==> config.mk <==
export PLATFORM = sky130hd
export DESIGN_NAME = bitslam_host
export DESIGN_NICKNAME = d
export VERILOG_FILES = /design/src/rtl/bitslam_pkg.sv /design/src/rtl/bitslam_cmd_fifo.sv /design/src/rtl/bitslam_host.sv
export SDC_FILE = /design/constraint.sdc
export NUM_CORES = 1
export LEC_CHECK = 0
export ABC_CLOCK_PERIOD_IN_PS = 3600
export CAP_MARGIN = 30
export CORE_ASPECT_RATIO = 0.7
export CORE_MARGIN = 2
export CORE_UTILIZATION = 47
export DETAILED_ROUTE_END_ITERATION = 12
export MAX_ROUTING_LAYER = met4
export PLACE_DENSITY = 0.68
export SLEW_MARGIN = 25
export SYNTH_ARGS = -nofsm -noshare
export SYNTH_HDL_FRONTEND = slang
export SYNTH_SLANG_ARGS = --single-unit
==> constraint.sdc <==
create_clock -name clk -period 3.6 [get_ports clk]
set_input_delay 0.36 -clock clk [delete_from_list [all_inputs] [get_ports clk]]
set_output_delay 0.36 -clock clk [all_outputs]
set_load 0.005 [all_outputs]
==> src/rtl/bitslam_pkg.sv <==
// Shared constants and types for the bitslam register-bus host.
// Covers register addresses, the FSM state encoding and the queued entry layout.
package bitslam_pkg;

  localparam int ADDR_W  = 3;
  localparam int DATA_W  = 6;
  localparam int ENTRY_W = ADDR_W + DATA_W;

  localparam logic [ADDR_W-1:0] REG_V0_DIV  = 3'd0;
  localparam logic [ADDR_W-1:0] REG_V0_TAP  = 3'd1;
  localparam logic [ADDR_W-1:0] REG_V1_DIV  = 3'd2;
  localparam logic [ADDR_W-1:0] REG_V1_TAP  = 3'd3;
  localparam logic [ADDR_W-1:0] REG_MIX_VOL = 3'd4;

  typedef enum logic [1:0] {
    ST_IDLE = 2'd0,
    ST_ADDR = 2'd1,
    ST_DATA = 2'd2
  } state_t;

  function automatic logic [DATA_W-1:0] addr_word(input logic [ADDR_W-1:0] a);
    return {{(DATA_W-ADDR_W){1'b0}}, a};
  endfunction

endpackage

==> src/rtl/bitslam_cmd_fifo.sv <==
// Synchronous FIFO for queued register writes.
// The head entry is always visible on o_rdata, so a pop consumes the entry shown in the same cycle.
module bitslam_cmd_fifo #(
  parameter int DEPTH = 4,
  parameter int WIDTH = 9
) (
  input  logic                       clk,
  input  logic                       rst_n,
  input  logic                       i_push,
  input  logic [WIDTH-1:0]           i_wdata,
  input  logic                       i_pop,
  output logic [WIDTH-1:0]           o_rdata,
  output logic                       o_empty,
  output logic                       o_full,
  output logic [$clog2(DEPTH):0]     o_count
);

  localparam int AW = $clog2(DEPTH);
  localparam int CW = AW + 1;

  logic [WIDTH-1:0] r_mem [DEPTH];
  logic [AW-1:0]    r_wptr;
  logic [AW-1:0]    r_rptr;
  logic [CW-1:0]    r_count;
  logic             w_do_push;
  logic             w_do_pop;

  assign o_empty   = (r_count == '0);
  assign o_full    = (r_count == CW'(DEPTH));
  assign o_count   = r_count;
  assign o_rdata   = r_mem[r_rptr];
  assign w_do_push = i_push & ~o_full;
  assign w_do_pop  = i_pop & ~o_empty;

  always_ff @(posedge clk) begin
    if (w_do_push) r_mem[r_wptr] <= i_wdata;
  end

  // Pointers wrap naturally because DEPTH is a power of two.
  always_ff @(posedge clk or negedge rst_n) begin
    if (!rst_n) begin
      r_wptr  <= '0;
      r_rptr  <= '0;
      r_count <= '0;
    end else begin
      if (w_do_push) r_wptr <= r_wptr + 1'b1;
      if (w_do_pop)  r_rptr <= r_rptr + 1'b1;
      case ({w_do_push, w_do_pop})
        2'b10:   r_count <= r_count + 1'b1;
        2'b01:   r_count <= r_count - 1'b1;
        default: r_count <= r_count;
      endcase
    end
  end

endmodule

==> src/rtl/bitslam_host.sv <==
// Host for the bitslam synth's write-only register bus.
// Queued {addr,data} writes become registered address/data phases, skipping the address when it is cached.
module bitslam_host
  import bitslam_pkg::*;
#(
  parameter int FIFO_DEPTH  = 4,
  parameter int HOLD_CYCLES = 1
) (
  input  logic                          clk,
  input  logic                          rst_n,
  input  logic                          in_valid,
  input  logic [2:0]                    in_addr,
  input  logic [5:0]                    in_data,
  output logic                          in_ready,
  output logic                          bus_sel,
  output logic [5:0]                    bus_data,
  output logic                          busy,
  output logic [$clog2(FIFO_DEPTH):0]   fifo_count
);

  localparam logic [3:0] HOLD_LOAD = 4'(HOLD_CYCLES - 1);

  state_t              r_state, w_state_nxt;
  logic [3:0]          r_hold, w_hold_nxt;
  logic                r_sel, w_sel_nxt;
  logic [DATA_W-1:0]   r_data, w_data_nxt;
  logic [ADDR_W-1:0]   r_last_addr, w_last_addr_nxt;
  logic                r_cache_vld, w_cache_vld_nxt;
  logic [DATA_W-1:0]   r_cur_data, w_cur_data_nxt;
  logic                w_launch;
  logic                w_pop;
  logic                w_empty;
  logic                w_full;
  logic [ENTRY_W-1:0]  w_head;
  logic [ADDR_W-1:0]   w_head_addr;
  logic [DATA_W-1:0]   w_head_data;

  bitslam_cmd_fifo #(
    .DEPTH (FIFO_DEPTH),
    .WIDTH (ENTRY_W)
  ) u_fifo (
    .clk     (clk),
    .rst_n   (rst_n),
    .i_push  (in_valid),
    .i_wdata ({in_addr, in_data}),
    .i_pop   (w_pop),
    .o_rdata (w_head),
    .o_empty (w_empty),
    .o_full  (w_full),
    .o_count (fifo_count)
  );

  assign w_head_addr = w_head[ENTRY_W-1:DATA_W];
  assign w_head_data = w_head[DATA_W-1:0];
  assign in_ready    = ~w_full;
  assign busy        = ~w_empty | (r_state != ST_IDLE);
  assign bus_sel     = r_sel;
  assign bus_data    = r_data;

  always_comb begin
    w_state_nxt     = r_state;
    w_hold_nxt      = r_hold;
    w_sel_nxt       = r_sel;
    w_data_nxt      = r_data;
    w_last_addr_nxt = r_last_addr;
    w_cache_vld_nxt = r_cache_vld;
    w_cur_data_nxt  = r_cur_data;
    w_launch        = 1'b0;
    w_pop           = 1'b0;
    case (r_state)
      ST_IDLE: begin
        w_sel_nxt  = 1'b0;
        w_data_nxt = addr_word(r_last_addr);
        w_launch   = ~w_empty;
      end
      ST_ADDR: begin
        if (r_hold != 4'd0) begin
          w_hold_nxt = r_hold - 4'd1;
        end else begin
          w_state_nxt = ST_DATA;
          w_sel_nxt   = 1'b1;
          w_data_nxt  = r_cur_data;
          w_hold_nxt  = HOLD_LOAD;
        end
      end
      ST_DATA: begin
        if (r_hold != 4'd0) begin
          w_hold_nxt = r_hold - 4'd1;
        end else if (!w_empty) begin
          w_launch = 1'b1;
        end else begin
          w_state_nxt = ST_IDLE;
          w_sel_nxt   = 1'b0;
          w_data_nxt  = addr_word(r_last_addr);
        end
      end
      default: begin
        w_state_nxt = ST_IDLE;
        w_sel_nxt   = 1'b0;
      end
    endcase
    // Launching a queued write: a repeat of the cached address goes straight to data.
    if (w_launch) begin
      w_pop          = 1'b1;
      w_hold_nxt     = HOLD_LOAD;
      w_cur_data_nxt = w_head_data;
      if (r_cache_vld && (w_head_addr == r_last_addr)) begin
        w_state_nxt = ST_DATA;
        w_sel_nxt   = 1'b1;
        w_data_nxt  = w_head_data;
      end else begin
        w_state_nxt     = ST_ADDR;
        w_sel_nxt       = 1'b0;
        w_data_nxt      = addr_word(w_head_addr);
        w_last_addr_nxt = w_head_addr;
        w_cache_vld_nxt = 1'b1;
      end
    end
  end

  always_ff @(posedge clk or negedge rst_n) begin
    if (!rst_n) begin
      r_state     <= ST_IDLE;
      r_hold      <= 4'd0;
      r_sel       <= 1'b0;
      r_data      <= '0;
      r_last_addr <= '0;
      r_cache_vld <= 1'b0;
      r_cur_data  <= '0;
    end else begin
      r_state     <= w_state_nxt;
      r_hold      <= w_hold_nxt;
      r_sel       <= w_sel_nxt;
      r_data      <= w_data_nxt;
      r_last_addr <= w_last_addr_nxt;
      r_cache_vld <= w_cache_vld_nxt;
      r_cur_data  <= w_cur_data_nxt;
    end
  end

endmodule
-- After elaboration in Yosys (flattened, before gate mapping)
Memory sizes are Yosys's and may differ from the RTL's.
Cells that the tools add are included.
- bits in writable memories: 36
- output and inout port bits: 12
- bits in registers: 30
- input bits: 12
- logic and storage cells: 75
- memories: 1
- reductions and logical operators: 13
- muxes and demuxes: 29
- equal/unequal tests: 11
- add/sub/neg operators: 5
- bitwise logic cells: 6
- memories (name ; words ; bits a word ; rd ports ; clocked after memory_dff ; write ports ; RTL line ; text):
    u_fifo.r_mem ; 4 ; 9 ; 1 ; 0 ; 1 ; bitslam_cmd_fifo.sv:21 ; logic [WIDTH-1:0] r_mem [DEPTH];
- operators with widths (cell ; count):
    2-to-1 mux 6 bit ; 5
    case mux 6 bit (3 select lines) ; 1
    2-to-1 mux 4 bit ; 3
    2-to-1 mux 1 bit ; 10
    2-to-1 mux 2 bit ; 5
    inequality test 3 bit, second input constant ; 3
    case mux 4 bit (2 select lines) ; 1
    AND reduction 4 bit ; 2
    nonzero test 4 bit ; 2
    case mux 2 bit (3 select lines) ; 1
    case mux 3 bit (2 select lines) ; 1
    adder 2 x 1 -> 2 bit, second input constant ; 2
    == test 2 x 1 -> 1 bit, second input constant ; 2
    == test 2 bit, second input constant ; 2
    case mux 1 bit (2 select lines) ; 2
    AND reduction 2 bit ; 2
    nonzero test 2 bit ; 2
    subtractor 4 x 1 -> 4 bit, second input constant ; 1
    adder 3 x 1 -> 3 bit, second input constant ; 1
    == test 3 bit ; 1
    == test 3 bit, second input constant ; 1
    logical NOT 3 bit ; 1
    inequality test 3 x 2 -> 1 bit, second input constant ; 1
    NOT 1 bit ; 3
    8 further kinds ; 9

-- Longest topological paths before layout
- depth after elaboration: 8
- gate-level depth with buffers: 10
- gate-level depth less buffers: 10

-- Modules after synthesis
A second synthesis with hierarchy kept.
- cells, all modules: 219
- area, all modules: 2979.1 sq um
- modules (own cells, without submodules) (module ; cells an instance ; instances ; area each (sq um) ; seq. area each (sq um)):
    bitslam_cmd_fifo ; 84 ; 1 ; 1739.2 ; 1256.2
    bitslam_host ; 135 ; 1 ; 1239.9 ; 575.6

-- Worst setup path before layout
No wires, ideal clock.
- path type: flip-flop to flip-flop
- from: reg r_state[1]
- to: reg u_fifo.r_count[2] (netlist: u_fifo.o_count[2])
- period minus slack after synthesis: 2.314 ns
- slack: 1.286 ns
- buffers on the path: 1
- data required time: 3.474 ns
- library setup time: 0.126 ns
- cell stages (with the launch flop): 10
- arrival time: 2.188 ns
- cell sequence: dfrtp_1 > clkbuf_1 > clkinv_1 > o211ai_1 > inv_2 > ha_1 > fa_1 > xnor2_1 > nor2_1 > xor2_1
- cells in the longest elaborated chain, start to end: 6
- elaborated cells between the ends (all ways): 9
- classes of those cells: eq/ne (3); mux (3); bitwise (1); reduce/logical (2)
- ends and longest elaborated chain (item ; RTL line ; text):
    start, declared ; bitslam_host.sv:23 ; state_t r_state, w_state_nxt;
    start signal, assigned ; bitslam_host.sv:131 ; r_state <= w_state_nxt;
    == test 2 bit or logical NOT 2 bit (tied branches) ; bitslam_host.sv:70 ; case (r_state)
    case mux 1 bit (2 select lines) (*) ; bitslam_host.sv:70 ;
    2-to-1 mux 1 bit (*) ; bitslam_host.sv:103 ; if (w_launch) begin
    bitwise AND 1 bit (*) ; bitslam_cmd_fifo.sv:33 ; assign w_do_pop = i_pop & ~o_empty;
    named net u_fifo.w_do_pop ; bitslam_cmd_fifo.sv:26 ; logic w_do_pop;
    == test 2 x 1 -> 1 bit or == test 2 bit (tied branches) ; bitslam_cmd_fifo.sv:48 ; case ({w_do_push, w_do_pop})
    case mux 3 bit (2 select lines) or nonzero test 2 bit (tied branches) ; n/a ;
    end signal, assigned ; bitslam_cmd_fifo.sv:49 ; 2'b10: r_count <= r_count + 1'b1;
    end signal, assigned ; bitslam_cmd_fifo.sv:50 ; 2'b01: r_count <= r_count - 1'b1;
    end signal, assigned ; bitslam_cmd_fifo.sv:51 ; default: r_count <= r_count;
    end, declared ; bitslam_cmd_fifo.sv:24 ; logic [CW-1:0] r_count;
The timed path passes the listed nets; every way through them passes the cells marked *.
A chain may end at the register's enable or synchronous reset.

-- Worst setup path in the final report
Ends and elaborated chain as after synthesis.

==> results_tabular.tex <==
\begin{tabular}{lr}
\hline
Metric & Value \\
\hline
\multicolumn{2}{l}{\textbf{Status}} \\
Run status & finished, final reports clean \\
\multicolumn{2}{l}{\textbf{Synthesis}} \\
Count of state elements after synthesis & 66 \\
Largest cells by area after synthesis & sky130\_fd\_sc\_hd\_\_edfxtp\_1, sky130\_fd\_sc\_hd\_\_dfrtp\_1, sky130\_fd\_sc\_hd\_\_mux4\_1, sky130\_fd\_sc\_hd\_\_nand2\_1, sky130\_fd\_sc\_hd\_\_ha\_1 \\
Post-synth top area cell & sky130\_fd\_sc\_hd\_\_edfxtp\_1 \\
Count of cell types in the netlist & 46 \\
Post-synth design cell area & 0.00303 sq mm \\
Top\_reg\_cell synth & sky130\_fd\_sc\_hd\_\_edfxtp\_1 \\
Post-synth EDFFs & 36 \\
Post-synthesis area per instance & 13.6 sq um \\
Sequential element share of the synthesized area & 60.5\% \\
Yosys top cell area share & 35.7\% \\
Proportion of register bits with asynchronous set or reset after synthesis & 45.5\% \\
Number of nets produced by synthesis & 242 \\
Post-synthesis instance total & 222 \\
Syn. warnings & 0 \\
\multicolumn{2}{l}{\textbf{Pwr}} \\
Tot Pwr & 3380 uW \\
Static power due to leakage & 0.00140 uW \\
Sequential share of power & 37.7\% \\
Pint & 2160 uW \\
Clock group share of total power & 22.0\% \\
Part of the total power dissipated in combinational logic & 40.3\% \\
Largest vdd supply drop & 306 uV \\
Net switching fraction of the power & 36.3\% \\
Pwr/cell area & 957 mW/mm\^{}2 \\
Power spent charging and discharging nets & 1230 uW \\
\multicolumn{2}{l}{\textbf{Placed design}} \\
Hpwl dp & 3680 um \\
Count of buffers from port buffering & 23 \\
Post-place setup slack & 0.602 ns \\
Weighted congestion reported at the end of routability-driven placement & 0.845 \\
\multicolumn{2}{l}{\textbf{CTS}} \\
Clock sinks & 66 \\
Clock network latency to the later pin of the worst-skew pair & 0.34 ns \\
Number of instances resized during post-cts repair & 0 \\
CTS max path bufs & 2 \\
H-tree lvl count & 3 \\
CTS tree & done \\
Clock slew at the register clock pins of the worst setup and hold paths & 0.07 ns \\
Setup Buffers After CTS & 0 \\
Hold buffers post-CTS & 0 \\
Root buffer cell & sky130\_fd\_sc\_hd\_\_clkbuf\_8 \\
Number of buffers inserted during clock tree synthesis & 9 \\
\multicolumn{2}{l}{\textbf{Routing}} \\
Via total after detailed routing & 1848 \\
Initial DRC count & 123 \\
Routed WL & 5370 um \\
ANT nets after route & 0 \\
Average wire length per cell after detail routing & 16.2 um \\
DR DRC count & 0 \\
Number of iterations in the first detailed-routing pass & 4 \\
Via density & 5.57 \\
\multicolumn{2}{l}{\textbf{Cells and area}} \\
Area occupied by multi-input gates & 0.00109 sq mm \\
Area taken by flip-flops and latches & 0.00183 sq mm \\
Area growth, synth to finish & 16.9\% \\
Most common library cell in the layout ignoring fill and taps & sky130\_fd\_sc\_hd\_\_edfxtp\_1 \\
Most used cells in the layout excluding fill and tap cells & sky130\_fd\_sc\_hd\_\_edfxtp\_1, sky130\_fd\_sc\_hd\_\_dfrtp\_1, sky130\_fd\_sc\_hd\_\_nand2\_1 \\
Util after Layout & 56.9\% \\
Nets@finish & 269 \\
Antenna diode instance count & 0 \\
Share of layout cells above drive strength 1 & 9.84\% \\
Fill cell count & 519 \\
\multicolumn{2}{l}{\textbf{Timing}} \\
Setup Viol. Count Final & 0 \\
Worst max-slew margin expressed relative to the limit & 35.7\% \\
Final Skew & 0.00719 ns \\
Shortest clock period the worst path allows after layout & 3.04 ns \\
Number of failing hold endpoints at the final stage & 0 \\
Setup repair after global routing missed its margin & false \\
Peak clock frequency supported by timing & 329 MHz \\
Minimum setup slack in the final design & 0.563 ns \\
Actual transition at the worst max-transition pin & 0.960 ns \\
Crit share post-route & 84.4\% \\
Max-slew violation count & 0 \\
Final TNS setup & 0 ns \\
\multicolumn{2}{l}{\textbf{GRT}} \\
Overall global routing resource usage & 17.3\% \\
Largest net degree at the start of global routing & 31 \\
Initial antenna violation count & 0 \\
Total overflow reported by the global router & 0 \\
Wire length of the first global-routing pass & 8860 um \\
Via count of the first global-routing pass & 1786 \\
\multicolumn{2}{l}{\textbf{Die}} \\
DIE AREA & 0.00711 sq mm \\
Initial core utilization & 48.7\% \\
Overall die width & 99.9 um \\
Ports & 24 \\
Total core area & 0.00622 sq mm \\
Count of standard-cell rows & 24 \\
Vertical extent of the die & 71.1 um \\
\multicolumn{2}{l}{\textbf{Setup path}} \\
Worst Path Max Fanout & 12 \\
Critical path data arrival time & 3.26 ns \\
Data required time of the worst path & 3.83 ns \\
Type of destination of the critical path & flip-flop \\
Critical Setup Path Class & reg2reg \\
CP Launch Type & flip-flop \\
\multicolumn{2}{l}{\textbf{Run}} \\
Count of max-cap constraint violations & 0 \\
\multicolumn{2}{l}{\textbf{Min path}} \\
Worst min-delay path class & in2async \\
\hline
\end{tabular}
final cells by class:
class,instances,share of cell area (%)
sequential,66,51.8
multi-input combinational,138,30.8
timing repair buffer,25,6.94
clock buffer,9,3.50
clock inverter,7,3.29
tap,78,2.76
inverter,9,0.955
critical path: stages, from the launching register on:
cell and delay [ns]:
sky130_fd_sc_hd__dfrtp_1 0.55, sky130_fd_sc_hd__clkinv_1 0.33, sky130_fd_sc_hd__o211ai_1 0.86, sky130_fd_sc_hd__inv_2 0.15, sky130_fd_sc_hd__ha_1 0.29, sky130_fd_sc_hd__fa_1 0.38, sky130_fd_sc_hd__xnor2_1 0.16, sky130_fd_sc_hd__nor2_1 0.07
sky130_fd_sc_hd__xor2_1 0.14
routing by layer:
layer | global-route usage, % | part of all wire (%) | routed length, um | vias up
met5 | - | 0 | 0 | -
met4 | 7.31 | 0.69 | 37 | 0
met3 | 4.74 | 5.6 | 303 | 4
met1 | 24.1 | 49 | 2620 | 898
li1 | - | - | - | 897
met2 | 23.9 | 45 | 2410 | 49
cell families after synthesis:
group	count (synthesis)	synth area share, %
adder cells (fa/ha/maj)	8	3.56
AND/OR/NAND/NOR	67	11.0
flip-flops	66	60.5
buffers and inverters	18	3.51
AO/OA/AOI/OAI	39	9.02
XOR/XNOR	9	2.61
multiplexers	15	9.80
flip-flops by register name, summed over array words and instances (netlist names):
name	cells
u_fifo.r_mem	36
u_fifo.o_count	3
u_fifo.r_wptr	2
u_fifo.r_rptr	2
r_cur_data	6
r_last_addr	3
bus_sel	1
r_hold	4
bus_data	6
r_cache_vld	1
r_state	2
synthesized netlist by cell type, types with 4 or more instances:
cell type,number
sky130_fd_sc_hd__edfxtp_1,36
sky130_fd_sc_hd__dfrtp_1,30
sky130_fd_sc_hd__nand2_1,29
sky130_fd_sc_hd__nor3_1,9
sky130_fd_sc_hd__a21oi_1,8
sky130_fd_sc_hd__nor2_1,8
sky130_fd_sc_hd__o2111ai_1,8
sky130_fd_sc_hd__ha_1,7
sky130_fd_sc_hd__inv_1,7
sky130_fd_sc_hd__mux4_1,7
sky130_fd_sc_hd__or3_1,5
sky130_fd_sc_hd__or4_1,5
sky130_fd_sc_hd__xnor2_1,5
sky130_fd_sc_hd__and3_1,4
sky130_fd_sc_hd__clkbuf_1,4
sky130_fd_sc_hd__o21ai_0,4
sky130_fd_sc_hd__xor2_1,4
path summary, 6_finish.rpt:
| kind | startpoint | endpoint | slack (ns) | cells after the start |
|---|---|---|---|---|
| min in group clk | r_cur_data[2] | r_cur_data[2] | 0.48 | 2 |
| worst max-delay path | r_state[1] | u_fifo.o_count[2] | 0.56 | 8 |
| worst max register to register | r_state[1] | u_fifo.o_count[2] | 0.56 | 8 |
| max in group asynchronous | rst_n | bus_data[2] | 2.91 | 2 |
| worst min-delay path | rst_n | r_cur_data[1] | 0.40 | 2 |
| worst min register to register | r_cur_data[2] | r_cur_data[2] | 0.48 | 2 |
per-stage QoR:
stage                     hold slack [ns]  instance area, sq um  instances
after floorplan                    0.0644                  3030        222
after global placement              0.461                  3300        316
after detailed placement            0.465                  3300        316
after CTS                           0.398                  3540        332
after global routing                0.429                  3540        332
final                               0.401                  3540        332
power by group through the flow:
stage / Clock (uW) / Sequential [uW] / Combinational (uW)
final: 743 / 1280 / 1360
after global placement: 0 / 1280 / 1350
after CTS: 761 / 1280 / 1370
after floorplan: 0 / 1190 / 1080
after global routing: 786 / 1310 / 1540
after detailed placement: 0 / 1290 / 1360
Note: power is estimated with default switching activity, not from simulation.
==> patch 1, RTL diff (same flow settings) <==
`HOLD_CYCLES`: 1 -> 0.
--- a/src/rtl/bitslam_host.sv
+++ b/src/rtl/bitslam_host.sv
@@ -6,3 +6,3 @@
   parameter int FIFO_DEPTH  = 4,
-  parameter int HOLD_CYCLES = 1
+  parameter int HOLD_CYCLES = 0
 ) (
Behaviour: not the same (Yosys sat finds a counterexample within 4 cycles, from zero or initial values and one cycle with rst_n low).
==> patch 1 against the original RTL <==
- sequential share of layout area up 0.43 points
- setup slack better by 0.16 ns
- power down 4.8%
- area after synthesis down 1.0%
- sequential cell count unchanged
- cell count up 1.5%
- wire length down 1.9%
- synthesized cell count up 3.6%
- design area down 0.81%
- clock power up 0.8%
- critical path type unchanged
- critical endpoint is now u_fifo.o_count[1]
- largest power group is now sequential cells
==> patch 1: results (changes against the original RTL) <==
syn avg cell area - 13.02 um^2 (was 13.63 um^2)
worst vdd ir - 0.0003935 V (was 0.0003058 V)
syn nets - 250 (was 242)
GR Util All Layers - 16.96% (was 17.25%)
dpl cell area - 3266 um^2 (was 3296 um^2)
Filler Cell Count - 533 (was 519)
placed cell count - 321 (was 316)
dominant synthesized flop cell - edfxtp_1 (unchanged)
post-synthesis xor/xnor area fraction - 2.925% (was 2.605%)
synth cell count leaders - 36 x edfxtp_1, 30 x dfrtp_1, 27 x nand2_1, 12 x nor2_1, 11 x inv_1 (was 36 x edfxtp_1, 30 x dfrtp_1, 29 x nand2_1, 9 x nor3_1)
compound-cell area share of the yosys netlist - 8.232% (was 9.016%)
biggest cell delay along the critical path - 0.48 ns (was 0.86 ns)
final non-filler cell total - 337 (was 332)
mux cell area share after synthesis - 9.026% (was 9.801%)
Post-synth ARST share - 45.45% (unchanged)
Layout Nets - 274 (was 269)
worst-margin pin slew - 0.6166 ns (was 0.9605 ns)
detailed-route via count - 1726 (was 1848)
slowest CP cell - or3b_1 (was o211ai_1)
Seq/Total Area, Yosys - 61.18% (was 60.55%)
adder-cell share of the synthesized area - 3.928% (was 3.557%)
Critical Path AT - 3.11 ns (was 3.26 ns)
status - complete, no violations (unchanged)
DPL Wire Length - 3495 um (was 3681 um)
layout cell share with drive strength beyond 1 - 13.51% (was 9.843%)
Iteration-0 DRC Markers - 62 (was 123)
Setup Skew - 0.01022 ns (was 0.007185 ns)
crit-path max FO - 14 (was 12)
first-pass GRT wire length - 8604 um (was 8859 um)
gp weighted congestion - 0.7791 (was 0.8452)
-- patch 1: final cells by class --
class / instances / share of cell area [%]
timing repair buffer: 26 / 7.207
clock buffer: 10 / 3.639
sequential: 66 / 52.23
inverter: 13 / 1.391
multi-input combinational: 138 / 29.50
tap: 78 / 2.783
clock inverter: 6 / 3.247
-- patch 1: final timing paths --
check / endpoint / depth (start not counted) / slack (ns) / from
worst min register to register: r_cache_vld / 1 / 0.47 / r_cache_vld
max in group asynchronous: bus_data[5] / 2 / 2.91 / rst_n
worst min-delay path: r_last_addr[1] / 2 / 0.40 / rst_n
worst max-delay path: u_fifo.o_count[1] / 9 / 0.72 / r_hold[0]
worst max register to register: u_fifo.o_count[1] / 9 / 0.72 / r_hold[0]
min in group clk: r_cache_vld / 1 / 0.47 / r_cache_vld
-- patch 1: kinds of logic (layout without fill, tap and decap cells) --
group                    after synthesis  in the layout
AO/OA/AOI/OAI                         37             37
XOR/XNOR                              10             10
AND/OR/NAND/NOR                       63             63
buffers and inverters                 26             55
flip-flops                            66             66
multiplexers                          19             19
adder cells (fa/ha/maj)                9              9
-- patch 1: routing by layer --
layer	up-vias	share of wire, %	wire length [um]	global-route usage (%)
met1	814	51	2671	23.22
met2	33	44	2308	23.20
met5	-	0	0	-
li1	874	-	-	-
met3	5	4.6	243	7.411
met4	0	0.84	44	4.566
-- patch 1: where the power goes --
part	internal [mW]	switching [mW]	leakage, nW
clock	0.462	0.286	0.113
combinational	0.603	0.556	0.578
sequential	1.06	0.253	0.684
total	2.13	1.10	1.38
-- patch 1: critical path: cells and delay by family, from the launching register on --
kind | cells | cell delay (ns)
and+or+nand+nor | 2 | 0.68
AOI/OAI and AO/OA | 1 | 0.21
adders and majority gates | 3 | 0.86
muxes | 1 | 0.27
buffers and inverters | 2 | 0.33
DFF | 1 | 0.41
==> patch 2, RTL diff (config.mk and constraints unchanged) <==
Without the edit above. Reset style: synchronous (`rst_n`), changed in 2 clocked blocks.
--- a/src/rtl/bitslam_cmd_fifo.sv
+++ b/src/rtl/bitslam_cmd_fifo.sv
@@ -39,3 +39,3 @@
   // Pointers wrap naturally because DEPTH is a power of two.
-  always_ff @(posedge clk or negedge rst_n) begin
+  always_ff @(posedge clk) begin
     if (!rst_n) begin
--- a/src/rtl/bitslam_host.sv
+++ b/src/rtl/bitslam_host.sv
@@ -120,3 +120,3 @@
 
-  always_ff @(posedge clk or negedge rst_n) begin
+  always_ff @(posedge clk) begin
     if (!rst_n) begin
Function: differs if rst_n is asserted again (counterexample within 4 cycles, from zero or initial values and one cycle with rst_n low); with rst_n held inactive, the same outputs for 10 cycles.
==> patch 2 against the original RTL <==
- fmax fell by 8.3%
- design area fell by 3.1%
- power fell by 18%
- area after synthesis fell by 2.9%
- setup slack got worse by 0.28 ns
- highest routed layer unchanged
- synthesized cell count rose by 5.9%
- clock power fell by 16%
- wire length rose by 0.11%
- utilization fell by 0.96 points
- sequential cell count rose by 2
- global-route usage rose by 0.46 points
- clock skew fell by 0.0026 ns
==> patch 2: results (changes against the original RTL) <==
Inverters, non-clock - 6 (was 9)
NonClk Buf Share - 7.378% (was 6.936%)
Critical Path AT - 3.58 ns (was 3.26 ns)
gp weighted congestion - 0.8240 (was 0.8452)
setup slack at placement - 0.3420 ns (was 0.6020 ns)
slowest CP cell - dfxtp_1 (was o211ai_1)
worst vdd ir - 0.0004549 V (was 0.0003058 V)
synth cell count leaders - 36 x edfxtp_1, 35 x nand2_1, 32 x dfxtp_1, 10 x nor2_1 (was 36 x edfxtp_1, 30 x dfrtp_1, 29 x nand2_1, 9 x nor3_1)
largest cells by area after synthesis - edfxtp_1 37%, dfxtp_1 22%, mux4_2 6.9% (was edfxtp_1 36%, dfrtp_1 25%, mux4_1 6.1%)
syn avg cell area - 12.50 um^2 (was 13.63 um^2)
Seq/Total Area, Yosys - 58.60% (was 60.55%)
Setup Skew - 0.004634 ns (was 0.007185 ns)
layout cell share with drive strength beyond 1 - 11.65% (was 9.843%)
first-pass GRT wire length - 9163 um (was 8859 um)
worst-margin pin slew - 0.6031 ns (was 0.9605 ns)
placed cell count - 327 (was 316)
GR Util All Layers - 17.72% (was 17.25%)
P_leak - 1.250 nW (was 1.396 nW)
FF+latch area - 1722 um^2 (was 1832 um^2)
delay-heaviest family, CP - simple AND/OR/NAND/NOR gates (was compound AO/OA/AOI/OAI gates)
clk tree area frac - 5.807% (was 6.794%)
Die Footprint - 6909 um^2 (was 7105 um^2)
status - complete, no violations (unchanged)
detailed-route via count - 1876 (was 1848)
worst hold path class - register to register (was primary input to async pin)
[patch 2: cells by family (layout without fill, tap and decap cells)]
group	after synthesis	after routing	share of synthesized area [%]
adder cells (fa/ha/maj)	7	7	3.237
AND/OR/NAND/NOR	73	73	12.39
multiplexers	13	13	8.262
XOR/XNOR	10	10	2.981
flip-flops	68	68	58.60
buffers and inverters	16	47	3.024
AO/OA/AOI/OAI	48	48	11.50
[patch 2: final timing paths]
check | depth (start not counted) | slack [ns] | endpoint
setup reg to reg | 11 | 0.29 | u_fifo.o_count[2]
hold / removal | 2 | 0.45 | r_cur_data[5]
setup / recovery | 11 | 0.29 | u_fifo.o_count[2]
hold reg to reg | 2 | 0.45 | r_cur_data[5]
[patch 2: layer usage]
| layer | GRT usage [%] | part of all wire, % | wire [um] |
|---|---|---|---|
| met1 | 24.24 | 49 | 2645 |
| met2 | 25.32 | 44 | 2368 |
| met3 | 5.205 | 5.2 | 279 |
| met4 | 6.393 | 1.5 | 80 |
| met5 | - | 0 | 0 |
[patch 2: worst register-to-register path: stages, from the launching register on]
cell and delay (ns):
dfxtp_1 0.41, inv_1 0.08, ha_1 0.23, or3b_4 0.25, a21o_1 0.33, or2_1 0.41, clkinv_4 0.23, ha_1 0.30
fa_1 0.38, xnor2_1 0.15, or3_1 0.30, a21boi_0 0.17
[patch 2: report_power, final]
group / total, mW / leakage, nW / switching [mW] / internal [mW]
Combinational: 1.02 / 0.564 / 0.523 / 0.495
Clock: 0.623 / 0.0939 / 0.300 / 0.323
Sequential: 1.14 / 0.592 / 0.159 / 0.983
Total: 2.78 / 1.25 / 0.981 / 1.80
